[config.mk]
export PLATFORM = sky130hd
export DESIGN_NAME = top_result_accumulator
export DESIGN_NICKNAME = d
export VERILOG_FILES = /design/src/rtl/top_result_accumulator_pkg.sv /design/src/rtl/top_result_accumulator_hold.sv /design/src/rtl/top_result_accumulator.sv
export SDC_FILE = /design/constraint.sdc
export NUM_CORES = 1
export LEC_CHECK = 0
export ABC_AREA = 0
export CAP_MARGIN = 20
export CORE_ASPECT_RATIO = 1.5
export CORE_MARGIN = 3
export CORE_UTILIZATION = 50
export CTS_CLUSTER_DIAMETER = 60
export DETAILED_ROUTE_END_ITERATION = 16
export GPL_TIMING_DRIVEN = 0
export PLACE_DENSITY = 0.74
export SETUP_SLACK_MARGIN = 0.1
export SYNTH_ARGS = -nofsm -noshare
export SYNTH_HDL_FRONTEND = slang
export SYNTH_SLANG_ARGS = --single-unit
[constraint.sdc]
create_clock -name clock -period 8.5 [get_ports clock]
set_input_delay 1.7 -clock clock [delete_from_list [all_inputs] [get_ports clock]]
set_output_delay 1.7 -clock clock [all_outputs]
set_load 0.01 [all_outputs]
[src/rtl/top_result_accumulator_pkg.sv]
`default_nettype none
// +--------------------------------------------------------------------------+
// | Module  : top_result_accumulator_pkg                                     |
// | Brief   : Result-word field positions, FSM states and error bit indices. |
// | Revision: 1.0                                                            |
// +--------------------------------------------------------------------------+
package top_result_accumulator_pkg;

  localparam int RESULT_SUM_LSB    = 0;
  localparam int RESULT_SUM_MSB    = 37;
  localparam int RESULT_PCOEFF_LSB = 48;
  localparam int RESULT_PCOEFF_MSB = 50;

  localparam int ERR_BADSTART = 0;
  localparam int ERR_STRAY    = 1;
  localparam int ERR_OVERFLOW = 2;

  typedef enum logic [0:0] {
    ST_IDLE  = 1'b0,
    ST_ACCUM = 1'b1
  } state_e;

endpackage
`default_nettype wire

[src/rtl/top_result_accumulator_hold.sv]
`default_nettype none
// +--------------------------------------------------------------------------+
// | Module  : top_result_accumulator_hold                                    |
// | Brief   : Single-entry valid/ready holding register for per-top totals.  |
// | Revision: 1.0                                                            |
// +--------------------------------------------------------------------------+
module top_result_accumulator_hold #(
  parameter int COUNT_W  = 32,
  parameter int SUM_W    = 64,
  parameter int PCOEFF_W = 40
) (
  input  logic                clock,
  input  logic                resetn,
  input  logic                load_i,
  input  logic [SUM_W-1:0]    sum_i,
  input  logic [PCOEFF_W-1:0] pcoeff_i,
  input  logic [COUNT_W-1:0]  count_i,
  input  logic                ready_i,
  output logic                valid_o,
  output logic [SUM_W-1:0]    sum_o,
  output logic [PCOEFF_W-1:0] pcoeff_o,
  output logic [COUNT_W-1:0]  count_o,
  output logic                accept_o,
  output logic                overflow_o
);

  logic                valid_q;
  logic [SUM_W-1:0]    sum_q;
  logic [PCOEFF_W-1:0] pcoeff_q;
  logic [COUNT_W-1:0]  count_q;

  assign accept_o   = valid_q & ready_i;
  // A load only fails when the held total is neither empty nor leaving this cycle.
  assign overflow_o = load_i & valid_q & ~ready_i;

  always_ff @(posedge clock or negedge resetn) begin
    if (!resetn) begin
      valid_q  <= 1'b0;
      sum_q    <= '0;
      pcoeff_q <= '0;
      count_q  <= '0;
    end else if (load_i && !overflow_o) begin
      valid_q  <= 1'b1;
      sum_q    <= sum_i;
      pcoeff_q <= pcoeff_i;
      count_q  <= count_i;
    end else if (accept_o) begin
      valid_q  <= 1'b0;
    end
  end

  assign valid_o  = valid_q;
  assign sum_o    = sum_q;
  assign pcoeff_o = pcoeff_q;
  assign count_o  = count_q;

endmodule
`default_nettype wire

[src/rtl/top_result_accumulator.sv]
`default_nettype none
// +--------------------------------------------------------------------------+
// | Module  : top_result_accumulator                                         |
// | Brief   : Accumulates per-bot result words into one total per top.       |
// | Revision: 1.0                                                            |
// +--------------------------------------------------------------------------+
module top_result_accumulator
  import top_result_accumulator_pkg::*;
#(
  parameter int COUNT_W  = 32,
  parameter int SUM_W    = 64,
  parameter int PCOEFF_W = 40
) (
  input  logic                clock,
  input  logic                resetn,
  input  logic                startTop,
  input  logic [COUNT_W-1:0]  expectedBots,
  input  logic                resultValid,
  input  logic [63:0]         resultData,
  output logic                doneValid,
  input  logic                doneReady,
  output logic [SUM_W-1:0]    doneSum,
  output logic [PCOEFF_W-1:0] donePcoeff,
  output logic [COUNT_W-1:0]  doneCount,
  output logic                busy,
  output logic [2:0]          errSticky
);

  state_e              state_q;
  logic [COUNT_W-1:0]  exp_q, cnt_q, cnt_d, exp_w;
  logic [SUM_W-1:0]    sum_q, sum_d;
  logic [PCOEFF_W-1:0] pc_q, pc_d;
  logic [2:0]          err_q;
  logic                w_start, w_active, w_take, w_stray, w_complete;
  logic                w_overflow, w_accept;
  logic                unused_bits;

  assign w_start  = startTop & (state_q == ST_IDLE);
  assign w_active = (state_q == ST_ACCUM) | w_start;
  assign exp_w    = w_start ? expectedBots : exp_q;
  // A zero-length top completes on its start edge, so a word arriving with it has no home.
  assign w_take   = resultValid & ((state_q == ST_ACCUM) | (w_start & (expectedBots != '0)));
  assign w_stray  = resultValid & (state_q == ST_IDLE) & ~(w_start & (expectedBots != '0));

  always_comb begin
    sum_d = sum_q;
    pc_d  = pc_q;
    cnt_d = cnt_q;
    if (w_take) begin
      sum_d = sum_q + SUM_W'(resultData[RESULT_SUM_MSB:RESULT_SUM_LSB]);
      pc_d  = pc_q + PCOEFF_W'(resultData[RESULT_PCOEFF_MSB:RESULT_PCOEFF_LSB]);
      cnt_d = cnt_q + COUNT_W'(1);
    end
  end

  assign w_complete = w_active & (cnt_d == exp_w);

  always_ff @(posedge clock or negedge resetn) begin
    if (!resetn) begin
      state_q <= ST_IDLE;
      exp_q   <= '0;
      cnt_q   <= '0;
      sum_q   <= '0;
      pc_q    <= '0;
      err_q   <= '0;
    end else begin
      err_q[ERR_OVERFLOW] <= err_q[ERR_OVERFLOW] | w_overflow;
      err_q[ERR_STRAY]    <= err_q[ERR_STRAY] | w_stray;
      err_q[ERR_BADSTART] <= err_q[ERR_BADSTART] | (startTop & (state_q == ST_ACCUM));
      if (w_start) begin
        exp_q <= expectedBots;
      end
      if (w_complete) begin
        state_q <= ST_IDLE;
        cnt_q   <= '0;
        sum_q   <= '0;
        pc_q    <= '0;
      end else if (w_active) begin
        state_q <= ST_ACCUM;
        cnt_q   <= cnt_d;
        sum_q   <= sum_d;
        pc_q    <= pc_d;
      end
    end
  end

  top_result_accumulator_hold #(
    .COUNT_W  (COUNT_W),
    .SUM_W    (SUM_W),
    .PCOEFF_W (PCOEFF_W)
  ) u_hold (
    .clock      (clock),
    .resetn     (resetn),
    .load_i     (w_complete),
    .sum_i      (sum_d),
    .pcoeff_i   (pc_d),
    .count_i    (cnt_d),
    .ready_i    (doneReady),
    .valid_o    (doneValid),
    .sum_o      (doneSum),
    .pcoeff_o   (donePcoeff),
    .count_o    (doneCount),
    .accept_o   (w_accept),
    .overflow_o (w_overflow)
  );

  assign busy        = (state_q == ST_ACCUM);
  assign errSticky   = err_q;
  assign unused_bits = ^{resultData[63:51], resultData[47:38], w_accept};

endmodule
`default_nettype wire
* Yosys cells after proc, flatten, opt, wreduce, memory -nomap -nowiden
Index checks and enable logic that the tools add are counted.
** Operators by class
- Equality and inequality tests :: 1
- $add $sub $neg :: 3
- Bitwise operators :: 18
- Multipliers :: 0
- Order comparisons :: 0
- Shift-type cells :: 0
- Multiplexer cells :: 14
- Divide/modulo/power cells :: 0
- Reductions and logical operators :: 5
** Operators by type and width (number)
- $mux 64 :: 3
- $mux 32 :: 4
- $mux 40 :: 3
- $add 64x38->64 :: 1
- $add 40x3->40 :: 1
- $add 32x1->32 const B :: 1
- $eq 32x32->1 :: 1
- $reduce_bool 32->1 :: 1
- $and 1x1->1 :: 10
- $or 1x1->1 :: 5
- $mux 1 :: 4
- $reduce_bool 2->1 :: 2
- $not 1->1 :: 3
- $logic_and 1x1->1 :: 1
- $logic_not 1->1 :: 1
** Storage, ports and cells
- Flip-flop bits (word level) :: 309
- Logic and storage cells :: 51
- Input port bits :: 101
- Bits in latches :: 0
- Memories kept :: 0
- RAM bits :: 0
- Bits in read-only memories :: 0

* Logic depth before layout (Yosys ltp)
- Word-level depth :: 13
- Depth in mapped cells :: 17
- Mapped depth without buffers :: 12

* Cells and area by module
Synthesis repeated with hierarchy kept, for this count alone.
** Second synthesis, totals
- Cell total of the unflattened synthesis :: 1767
- Area, all modules :: 17371.7 um2
** Modules (own cells, without submodules)
- top_result_accumulator :: area each 12117.9 um2, cells each 1474, times used 1
- top_result_accumulator_hold :: area each 5253.8 um2, cells each 293, times used 1

* Worst setup path after synthesis
OpenSTA, ideal clock, no wires.
- Kind :: input -> register
- Start point :: input port resultValid
- End point :: register u_hold.pcoeff_q[13], in the netlist u_hold.pcoeff_o[13]
- Setup time :: 125 ps
- Data required time :: 8375 ps
- Arrival time :: 5060 ps
- Slack :: 3315 ps
- Buffers on the path :: 3
- Stages :: 13
- Cells stage by stage :: o21a_1 -> clkbuf_1 -> nand4_1 -> or3_1 -> clkbuf_1 -> nor4_1 -> xnor2_1 -> xnor2_1 -> or4b_1 -> or4_4 -> nor2_1 -> buf_2 -> mux2_2
** On the way
- Cells in the longest elaborated chain, start to end :: 8
- Elaborated cells on any way between the ends :: 9
- Those cells by class :: eq/ne (1); mux (2); bitwise (4); reduce/logical (2)
** RTL lines
- start: declaration :: line top_result_accumulator.sv:18 : input logic resultValid,
- $and 1x1->1 * :: line top_result_accumulator.sv:42 : assign w_take = resultValid & ((state_q == ST_ACCUM) | (w_start & (expectedBots != '0)));
- $mux 32 :: line top_result_accumulator.sv:49 : if (w_take) begin
- $eq 32x32->1 :: line top_result_accumulator.sv:56 : assign w_complete = w_active & (cnt_d == exp_w);
- $and 1x1->1 :: line top_result_accumulator.sv:56
- $and 1x1->1 (2 in series) :: line top_result_accumulator_hold.sv:34 : assign overflow_o = load_i & valid_q & ~ready_i;
- $logic_not 1->1 :: line top_result_accumulator_hold.sv:42 : end else if (load_i && !overflow_o) begin
- $logic_and 1x1->1 :: line top_result_accumulator_hold.sv:42
- end signal: assignment :: line top_result_accumulator_hold.sv:45 : pcoeff_q <= pcoeff_i;
- end: declaration :: line top_result_accumulator_hold.sv:29 : logic [PCOEFF_W-1:0] pcoeff_q;
Mark *: on every way between the ends. The rest lies on a longest branch, timed or not.
A chain may end at the register's enable or synchronous reset.

* Worst setup path after layout
- Start point :: input port expectedBots[30]
- End point :: register cnt_q[27]
** On the way
- Cells in the longest elaborated chain, start to end :: 8
- Elaborated cells on any way between the ends :: 11
- Those cells by class :: eq/ne (1); mux (4); bitwise (4); reduce/logical (2)
** RTL lines
- start: declaration :: line top_result_accumulator.sv:17 : input logic [COUNT_W-1:0] expectedBots,
- $reduce_bool 32->1 :: line top_result_accumulator.sv:42
- $and 1x1->1 :: line top_result_accumulator.sv:42
- $or 1x1->1 :: line top_result_accumulator.sv:42
- $and 1x1->1 :: line top_result_accumulator.sv:42
- $mux 32 :: line top_result_accumulator.sv:49
- $eq 32x32->1 :: line top_result_accumulator.sv:56
- $and 1x1->1 :: line top_result_accumulator.sv:56
- $mux 32 / $reduce_bool 2->1 (equally long branches)
- end signal: assignment :: line top_result_accumulator.sv:80 : cnt_q <= cnt_d;
- end: declaration :: line top_result_accumulator.sv:30 : logic [COUNT_W-1:0] exp_q, cnt_q, cnt_d, exp_w;
Parallel ways exist; a longest one is shown, timed or not. The select of a mux whose other input is x is not followed.

==> impl_metrics.csv <==
group,metric,value,unit
sta,hold_viol_final,0,
clocking,cts_buffer_depth,3,
detailed_routing,highest_layer,"met5",
sta,tightest_slew,1.03,ns
global_routing,antenna_found_initial,1,
synth,syn_inst,1687,
floorplan,num_rows,81,
detailed_routing,dr_wl_met2,26800,µm
clocking,ctsResizeCount,0,
clocking,clock-sinks,309,
outcome,outcome,"finished, final reports clean",
setup_path,cp.required,8.93,ns
clocking,cts_root_buf,"clkbuf_16",
sta,rsz0062_at_grt,"false",
synth,yosysMostFrequentCell,"dfrtp_1",
sta,clock_skew,0.0190,ns
sta,max_clock_freq,145,MHz
detailed_routing,vias,14400,
pwr,p_leak,0.00909,µW
detailed_routing,drcViolationCount,0,
sta,slew_viol_final,0,
worst_hold_path,hp-start,"errSticky[0]",
synth,synthTopCellsByCount,"dfrtp_1 (309), nor2_1 (192), o21ai_0 (110), o31ai_1 (105), xnor2_1 (91)",
setup_path,path_max_fanout,10,
floorplan,core_region_area,32700,µm²
synth,synth_top_area_share,46.4,%
sta,slew-limit-headroom,31.3,%
pwr,ir_drop,164,µV
layout,antennaDiodeCount,0,
clocking,cts-buffers-inserted,29,
job,cap_violations,0,
clocking,ctsHoldBuffers,0,
place,portBuffers,218,
layout,fin_nets,2086,
clocking,clk-insertion-delay-late,0.59,ns
setup_path,max_stage_delay,0.80,ns
setup_path,crit_top_cell,"nor4_1",
setup_path,critPathKind,"in2reg",
pwr,power-per-cell-area,232,nW/µm²
setup_path,worstPathCellList,"clkdlybuf4s50_1 -> nor4_1 -> nand4_1 -> nor3_2 -> clkbuf_1 -> nor4_1 -> xor3_1 -> nor4_1 -> nand2_1 -> nor3_2 -> buf_2 -> buf_1 -> nor2_1",
worst_hold_path,hold_class,"reg2reg",
synth,async_flop_share,100,%
clocking,cts_setup_buffers,0,
setup_path,end_kind,"flip-flop",
detailed_routing,met1Wirelength,19700,µm
detailed_routing,drt-initial-drc-count,906,
place,gp_congestion,0.972,
detailed_routing,dr.pass1.iters,5,
clocking,ctsHtreeMaxLevel,1,
floorplan,die_area,35600,µm²
sta,finalSetupViolations,0,
synth,yosysWarningCount,0,
layout,fillers,2779,
layout,drive_above_1_share,7.03,%
synth,synth_seq_cells,309,
detailed_routing,routedWlPerCell,22.1,µm
detailed_routing,wl_met3,3010,µm
synth,synth_edf_count,0,
synth,yosysSeqAreaShare,46.4,%
floorplan,die_w,155,µm
detailed_routing,routed_wl,52600,µm
global_routing,overflow,0,
global_routing,grt_pass1_vias,14800,
detailed_routing,via_per_inst,6.04,
synth,syn-num-nets,1832,
synth,synth_area_leader_cell,"dfrtp_1",
clocking,path_clk_slew,0.07,ns
sta,finalSetupTns,0,ns
setup_path,slowest_stage,"nor3_2",
synth,synth_cell_types,76,
synth,synth_area_leaders,"dfrtp_1 (46%), xnor2_1 (4.8%), o31ai_1 (4.7%), nor2_1 (4.3%), o21ai_0 (3.3%)",
sta,min_period,6.90,ns
clocking,cts_tree,"done",
setup_path,r2r-start,"busy",
setup_path,critPathLaunchType,"input pin",
sta,whs,0.467,ns
setup_path,cp.arrival,7.33,ns
sta,setup_slack,1.60,ns
floorplan,ioPinCount,242,
setup_path,cp-startpoint,"expectedBots[30]",
layout,areaGrowthSynthToFinish,23.2,%
place,place_hpwl,40000,µm
layout,post-route-util,62.8,%
detailed_routing,ant_nets,0,
global_routing,grt_max_degree,119,
global_routing,grt_pass1_wl,82000,µm
synth,syn_area,16700,µm²
place,place_worst_setup_slack,0.969,ns
sta,fin_crit_sh,81.2,%
global_routing,grtUsageTotal,29.2,%
floorplan,start_util,51.0,%
floorplan,die_height,230,µm
synth,synth_top_flop_cell,"dfrtp_1",
synth,synth_area_per_cell,9.89,µm²
## worst paths after layout
path | end | slack [ns] | cells after the start
max | cnt_q[27] | 1.60 | 13
min | errSticky[0] | 0.47 | 1
max reg2reg | cnt_q[27] | 2.71 | 13
min reg2reg | errSticky[0] | 0.47 | 1
max in group asynchronous | sum_q[39] | 6.34 | 2
min in group asynchronous | exp_q[12] | 1.10 | 1
## final cells by class
type | count | area [µm²] | area share [%]
sequential | 309 | 7730 | 37.6
inverter | 49 | 184 | 0.895
multi-input combinational | 1222 | 8250 | 40.1
clock buffer | 38 | 820 | 3.99
timing repair buffer | 223 | 2260 | 11.0
buffer | 107 | 522 | 2.54
clock inverter | 16 | 262 | 1.27
tap | 415 | 519 | 2.53
## logic make-up after synthesis
kind of cell / count (synthesis) / share of synthesized area, %
adder cells (fa/ha/maj): 44 / 3.39
buffers and inverters: 156 / 4.23
XOR/XNOR: 137 / 7.89
multiplexers: 101 / 6.44
AND/OR/NAND/NOR: 531 / 15.7
AO/OA/AOI/OAI: 409 / 16.0
flip-flops: 309 / 46.4
## report_power, final
group          internal (µW)  switching, µW  total (µW)
registers               1630            104        1740
logic                    639            925        1560
clock network            868            605        1470
## layout by cell type, fill, tap and decap left out, types with 51 or more instances in the layout
cell             count
nand2_1             90
xnor2_1             91
nor2_1             192
mux2i_1             51
o21ai_0            110
clkbuf_1            75
clkdlybuf4s50_1    217
a21oi_1             66
o31ai_1            105
dfrtp_1            309
nand3_1             51
## layer usage
metal  global-route usage (%)  vias to the layer above
li1                         -                     6581
met1                     34.4                     7103
met2                     52.1                      542
met3                     3.39                      148
met4                     14.9                        2
met5                        0                        -
## worst max-delay path: cells and delay by family
kind / cells / cell delay, ns
xor+xnor: 1 / 0.23
simple gates: 8 / 3.38
buf+inv: 4 / 2.01
## flip-flops by register name (all words and copies together), names as in the netlist, 3 cells and up
signal / cells
errSticky: 3
exp_q: 32
u_hold.count_o: 32
u_hold.sum_o: 64
pc_q: 40
cnt_q: 32
sum_q: 64
u_hold.pcoeff_o: 40
## stage by stage
step | power, µW | cells | area (µm²)
global placement | 3260 | 2320 | 19400
detailed placement | 3300 | 2325 | 19500
finish | 4770 | 2379 | 20500
floorplan | 2870 | 1687 | 16700
global route | 5040 | 2379 | 20500
CTS | 4770 | 2379 | 20500
Note: power is estimated with default switching activity, not from simulation.
==> edit 1: new RTL, same settings <==
Register the output `doneCount`, cleared by the reset; this adds one clock of latency there. The other outputs are not delayed to match.
--- a/src/rtl/top_result_accumulator.sv
+++ b/src/rtl/top_result_accumulator.sv
@@ -25,6 +25,8 @@
   output logic                busy,
   output logic [2:0]          errSticky
 );
+
+  logic [COUNT_W-1:0] doneCount_d;
 
   state_e              state_q;
   logic [COUNT_W-1:0]  exp_q, cnt_q, cnt_d, exp_w;
@@ -99,7 +101,7 @@
     .valid_o    (doneValid),
     .sum_o      (doneSum),
     .pcoeff_o   (donePcoeff),
-    .count_o    (doneCount),
+    .count_o    (doneCount_d),
     .accept_o   (w_accept),
     .overflow_o (w_overflow)
   );
@@ -108,5 +110,13 @@
   assign errSticky   = err_q;
   assign unused_bits = ^{resultData[63:51], resultData[47:38], w_accept};
 
+  always_ff @(posedge clock or negedge resetn) begin
+    if (!resetn) begin
+      doneCount <= '0;
+    end else begin
+      doneCount <= doneCount_d;
+    end
+  end
+
 endmodule
 `default_nettype wire
Behaviour: not the same (Yosys sat finds a counterexample within 4 cycles, from zero or initial values and one cycle with resetn low).
==> edit 1 against the original RTL <==
Via count is 8.5% higher; cell count grew 12%; sequential cell count increased by 32; non-clock buffer count is 11 lower; global-route usage rose by 2.3 points; cell area is 9.9% higher; synthesized area is 11% higher; clock power increased by 8%; worst setup slack worse by 700 ps; wire length grew 19%; power rose by 12%; first-iteration DRC count increased by 11%; register-to-register slack lost 480 ps; critical path type unchanged; largest cell class unchanged.
==> edit 1: results <==
[min_path]
hp-start = u_hold.count_o[18]
min_to = doneCount[18]
hold_depth = 0

[sta]
worst_pin_slew_ps = 1170
min_period_ps = 7600
finalClockSkew_ps = 19.2

[status]
status = completed

[logic_synthesis]
synth_common_cells = 341 x dfrtp_1, 194 x nor2_1, 149 x nand2_1
synth_cell_type_count = 79
ys_top_cells_by_area = dfrtp_1 46%, mux2i_1 6.2%, xnor2_1 4.2%
syn-num-nets = 2041
ys_seq_area_share_pct = 46.0

[clocking]
clk_latency_ps = 540
htreeDepth = 2
cts_made_buffers = 34

[detailed_routing]
vias_per_cell = 5.87
wl_per_cell_um = 23.5
first_iter_violations = 1006

[placed_design]
place.gp.congestion = 0.969
placed_area_um2 = 21400
dpl_worst_slack_ps = 414

[layout]
fill_cells = 3021
drive_gt1_share_pct = 7.12
fin_cells = 2657
layout.nets = 2299

[pwr]
p_leak_uw = 0.0102
ir_drop_v = 0.000240

[worst_setup_path]
cpMaxStageDelayCell = o31ai_4
r2r-end = busy
r2r_slack_ps = 2230
r2r_start = cnt_q[6]

[grt]
grt_max_degree = 124
==> edit 1: cell types whose count changed in the layout (fill, tap and decap cells not counted), moves of 17 or more <==
cell     before  now
nand4_1      25   42
mux2i_1      51  115
inv_1        49  115
o21ai_0     110   60
o31ai_1     105   18
dfrtp_1     309  341
nand2_1      90  149
==> edit 1: metal layers <==
layer  GRT usage [%]  routed length [um]
met4            18.9                4590
met5               0                  13
met1            33.5               22600
met3            5.06                3050
met2            57.4               32300
==> edit 1: area by class of cell <==
cell class,instances,area (um2),area share [%]
Antenna cell,2,5.00,0.0222
Buffer,97,468,2.07
Multi-Input combinational cell,1343,9130,40.4
Clock buffer,42,931,4.12
Tap cell,478,598,2.65
Inverter,115,432,1.91
Sequential cell,341,8530,37.8
Clock inverter,17,236,1.05
Timing Repair Buffer,222,2250,9.98
==> edit 1: worst max path at each step <==
| stage | from | to | depth (start not counted) |
|---|---|---|---|
| 3_5_place_dp | expectedBots[1] | busy | 14 |
| 2_1_floorplan | expectedBots[16] | u_hold.pcoeff_o[33] | 14 |
| 5_1_grt | expectedBots[1] | cnt_q[11] | 14 |
| 4_1_cts | expectedBots[1] | busy | 14 |
| 6_report | expectedBots[29] | busy | 14 |
| 3_3_place_gp | resetn | pc_q[18] | 1 |
==> edit 1: cell families (layout without fill, tap and decap cells) <==
group,Yosys count,in the layout,synth area share [%]
DFF,341,341,46.0
xor gates and xnor gates,143,143,6.98
muxes,170,170,9.54
and+or+nand+nor,685,685,18.5
buffers and inverters,212,493,4.85
other,0,2,0
adders and majority gates,44,44,3.05
AOI/OAI and AO/OA,301,301,11.1
==> edit 1: power breakdown <==
| group | switching (uW) | total (uW) | internal, uW |
|---|---|---|---|
| Combinational | 1160 | 1850 | 689 |
| Clock | 658 | 1590 | 936 |
| Sequential | 110 | 1900 | 1790 |
==> edit 2: new RTL, same settings <==
Made on the original files. Reset style: synchronous (`resetn`), changed in 2 clocked blocks.
--- a/src/rtl/top_result_accumulator_hold.sv
+++ b/src/rtl/top_result_accumulator_hold.sv
@@ -33,7 +33,7 @@
   // A load only fails when the held total is neither empty nor leaving this cycle.
   assign overflow_o = load_i & valid_q & ~ready_i;
 
-  always_ff @(posedge clock or negedge resetn) begin
+  always_ff @(posedge clock) begin
     if (!resetn) begin
       valid_q  <= 1'b0;
       sum_q    <= '0;
--- a/src/rtl/top_result_accumulator.sv
+++ b/src/rtl/top_result_accumulator.sv
@@ -55,7 +55,7 @@
 
   assign w_complete = w_active & (cnt_d == exp_w);
 
-  always_ff @(posedge clock or negedge resetn) begin
+  always_ff @(posedge clock) begin
     if (!resetn) begin
       state_q <= ST_IDLE;
       exp_q   <= '0;
Behaviour: differs if resetn is asserted again (counterexample within 4 cycles, from zero or initial values and one cycle with resetn low); with resetn held inactive, the same outputs for 4 cycles.
==> edit 2 against the original RTL <==
Cell count is 8.2% higher; synthesized area is 3.6% lower; sequential cell count stayed put; wire length is 11% higher; worst setup slack better by 150 ps; synthesized cell count is 12% higher; cell area is 3.3% lower; critical endpoint is now u_hold.sum_o[38].
Power is not compared: it rests on default switching activity, and its combinational part moved more than twofold at a synthesized area within 25%.
==> edit 2: results <==
[logic_synthesis]
synth_ff_type = dfxtp_1
syn-num-nets = 2041
synth_common_cells = 309 x dfxtp_1, 243 x nor2_1, 138 x nand2_1
ys_seq_area_share_pct = 38.4
synth_cell_type_count = 78
synthArstFlopShare_pct = 0

[grt]
grt_usage_pct = 32.6
grt_use_met2_pct = 61.7
grt_max_degree = 17
grt_pass1_wl_um = 88900
met3_usage_pct = 4.43
antenna_found_initial = 0
use_met1_pct = 34.6

[detailed_routing]
wl_met3_um = 3150
first_iter_violations = 749
wirelength_um = 58300
wl_met2_um = 30500
vias = 15600
wl_met1_um = 21100
detail_route.first_pass.iterations = 5
highest_layer = met4

[worst_setup_path]
cp.arrival_ps = 7230

[sta]
slew_headroom_pct = 25.6
finalClockSkew_ps = 13.3

[layout]
layout.nets = 2290
drive_gt1_share_pct = 6.22
fill_cells = 2750

[status]
status = completed

[clocking]
post_cts_resize_count = 0
clockBufferDepth = 3

[placed_design]
place.gp.congestion = 1.05
post-dp-hpwl_um = 45400
io_buffers = 216

[min_path]
hold_path_class = flop to flop

[pwr]
p_leak_uw = 0.00718
switching_share_pct = 27.9
[edit 2: worst max-delay path, cell delays in order]
cell and delay, ps:
clkdlybuf4s50_1 460, nor4_1 490, nand3_1 580, or3_1 510
clkbuf_1 250, nand2_1 570, o2111ai_1 290, nor4_1 770
o2111ai_1 260, nor4_1 900, a21boi_0 200, o21a_1 230
[edit 2: cell families after synthesis]
kind of cell	after synthesis	share of synthesized area, %
AND/OR/NAND/NOR	677	20.4
AO/OA/AOI/OAI	478	19.8
flip-flops	309	38.4
buffers and inverters	172	5.31
XOR/XNOR	156	8.76
multiplexers	60	3.76
adder cells (fa/ha/maj)	44	3.52
[edit 2: metrics by stage]
stage | std cells | instance area [um2] | setup slack, ps
final | 2574 | 19900 | 1760
after floorplan | 1896 | 16100 | 3740
after global routing | 2574 | 19900 | 1640
after global placement | 2517 | 18800 | 1300
after detailed placement | 2517 | 18800 | 1240
after CTS | 2574 | 19900 | 1850
[edit 2: final timing paths]
check	endpoint	startpoint	slack, ps	cells past startpoint
hold / removal	errSticky[1]	errSticky[1]	450	2
setup / recovery	u_hold.sum_o[38]	expectedBots[14]	1760	12
hold reg to reg	errSticky[1]	errSticky[1]	450	2
setup reg to reg	u_hold.count_o[30]	cnt_q[0]	2970	15
[edit 2: layout make-up]
cell class | count | share of cell area, %
multi-input cells | 1415 | 45.5
plain buffers | 137 | 3.64
well taps | 405 | 2.55
inverters | 35 | 0.661
flip-flops and latches | 309 | 31.1
repair buffers | 216 | 10.9
clock buffers | 37 | 4.22
clock inverters | 20 | 1.43
[edit 2: power by group through the flow]
stage          combinational (uW)  sequential (uW)  clock [uW]
6_report                      538             1500        1510
3_5_place_dp                  529             1530           0
4_1_cts                       533             1500        1520
5_1_grt                       587             1500        1580
2_1_floorplan                 355             1530           0
3_3_place_gp                  525             1530           0
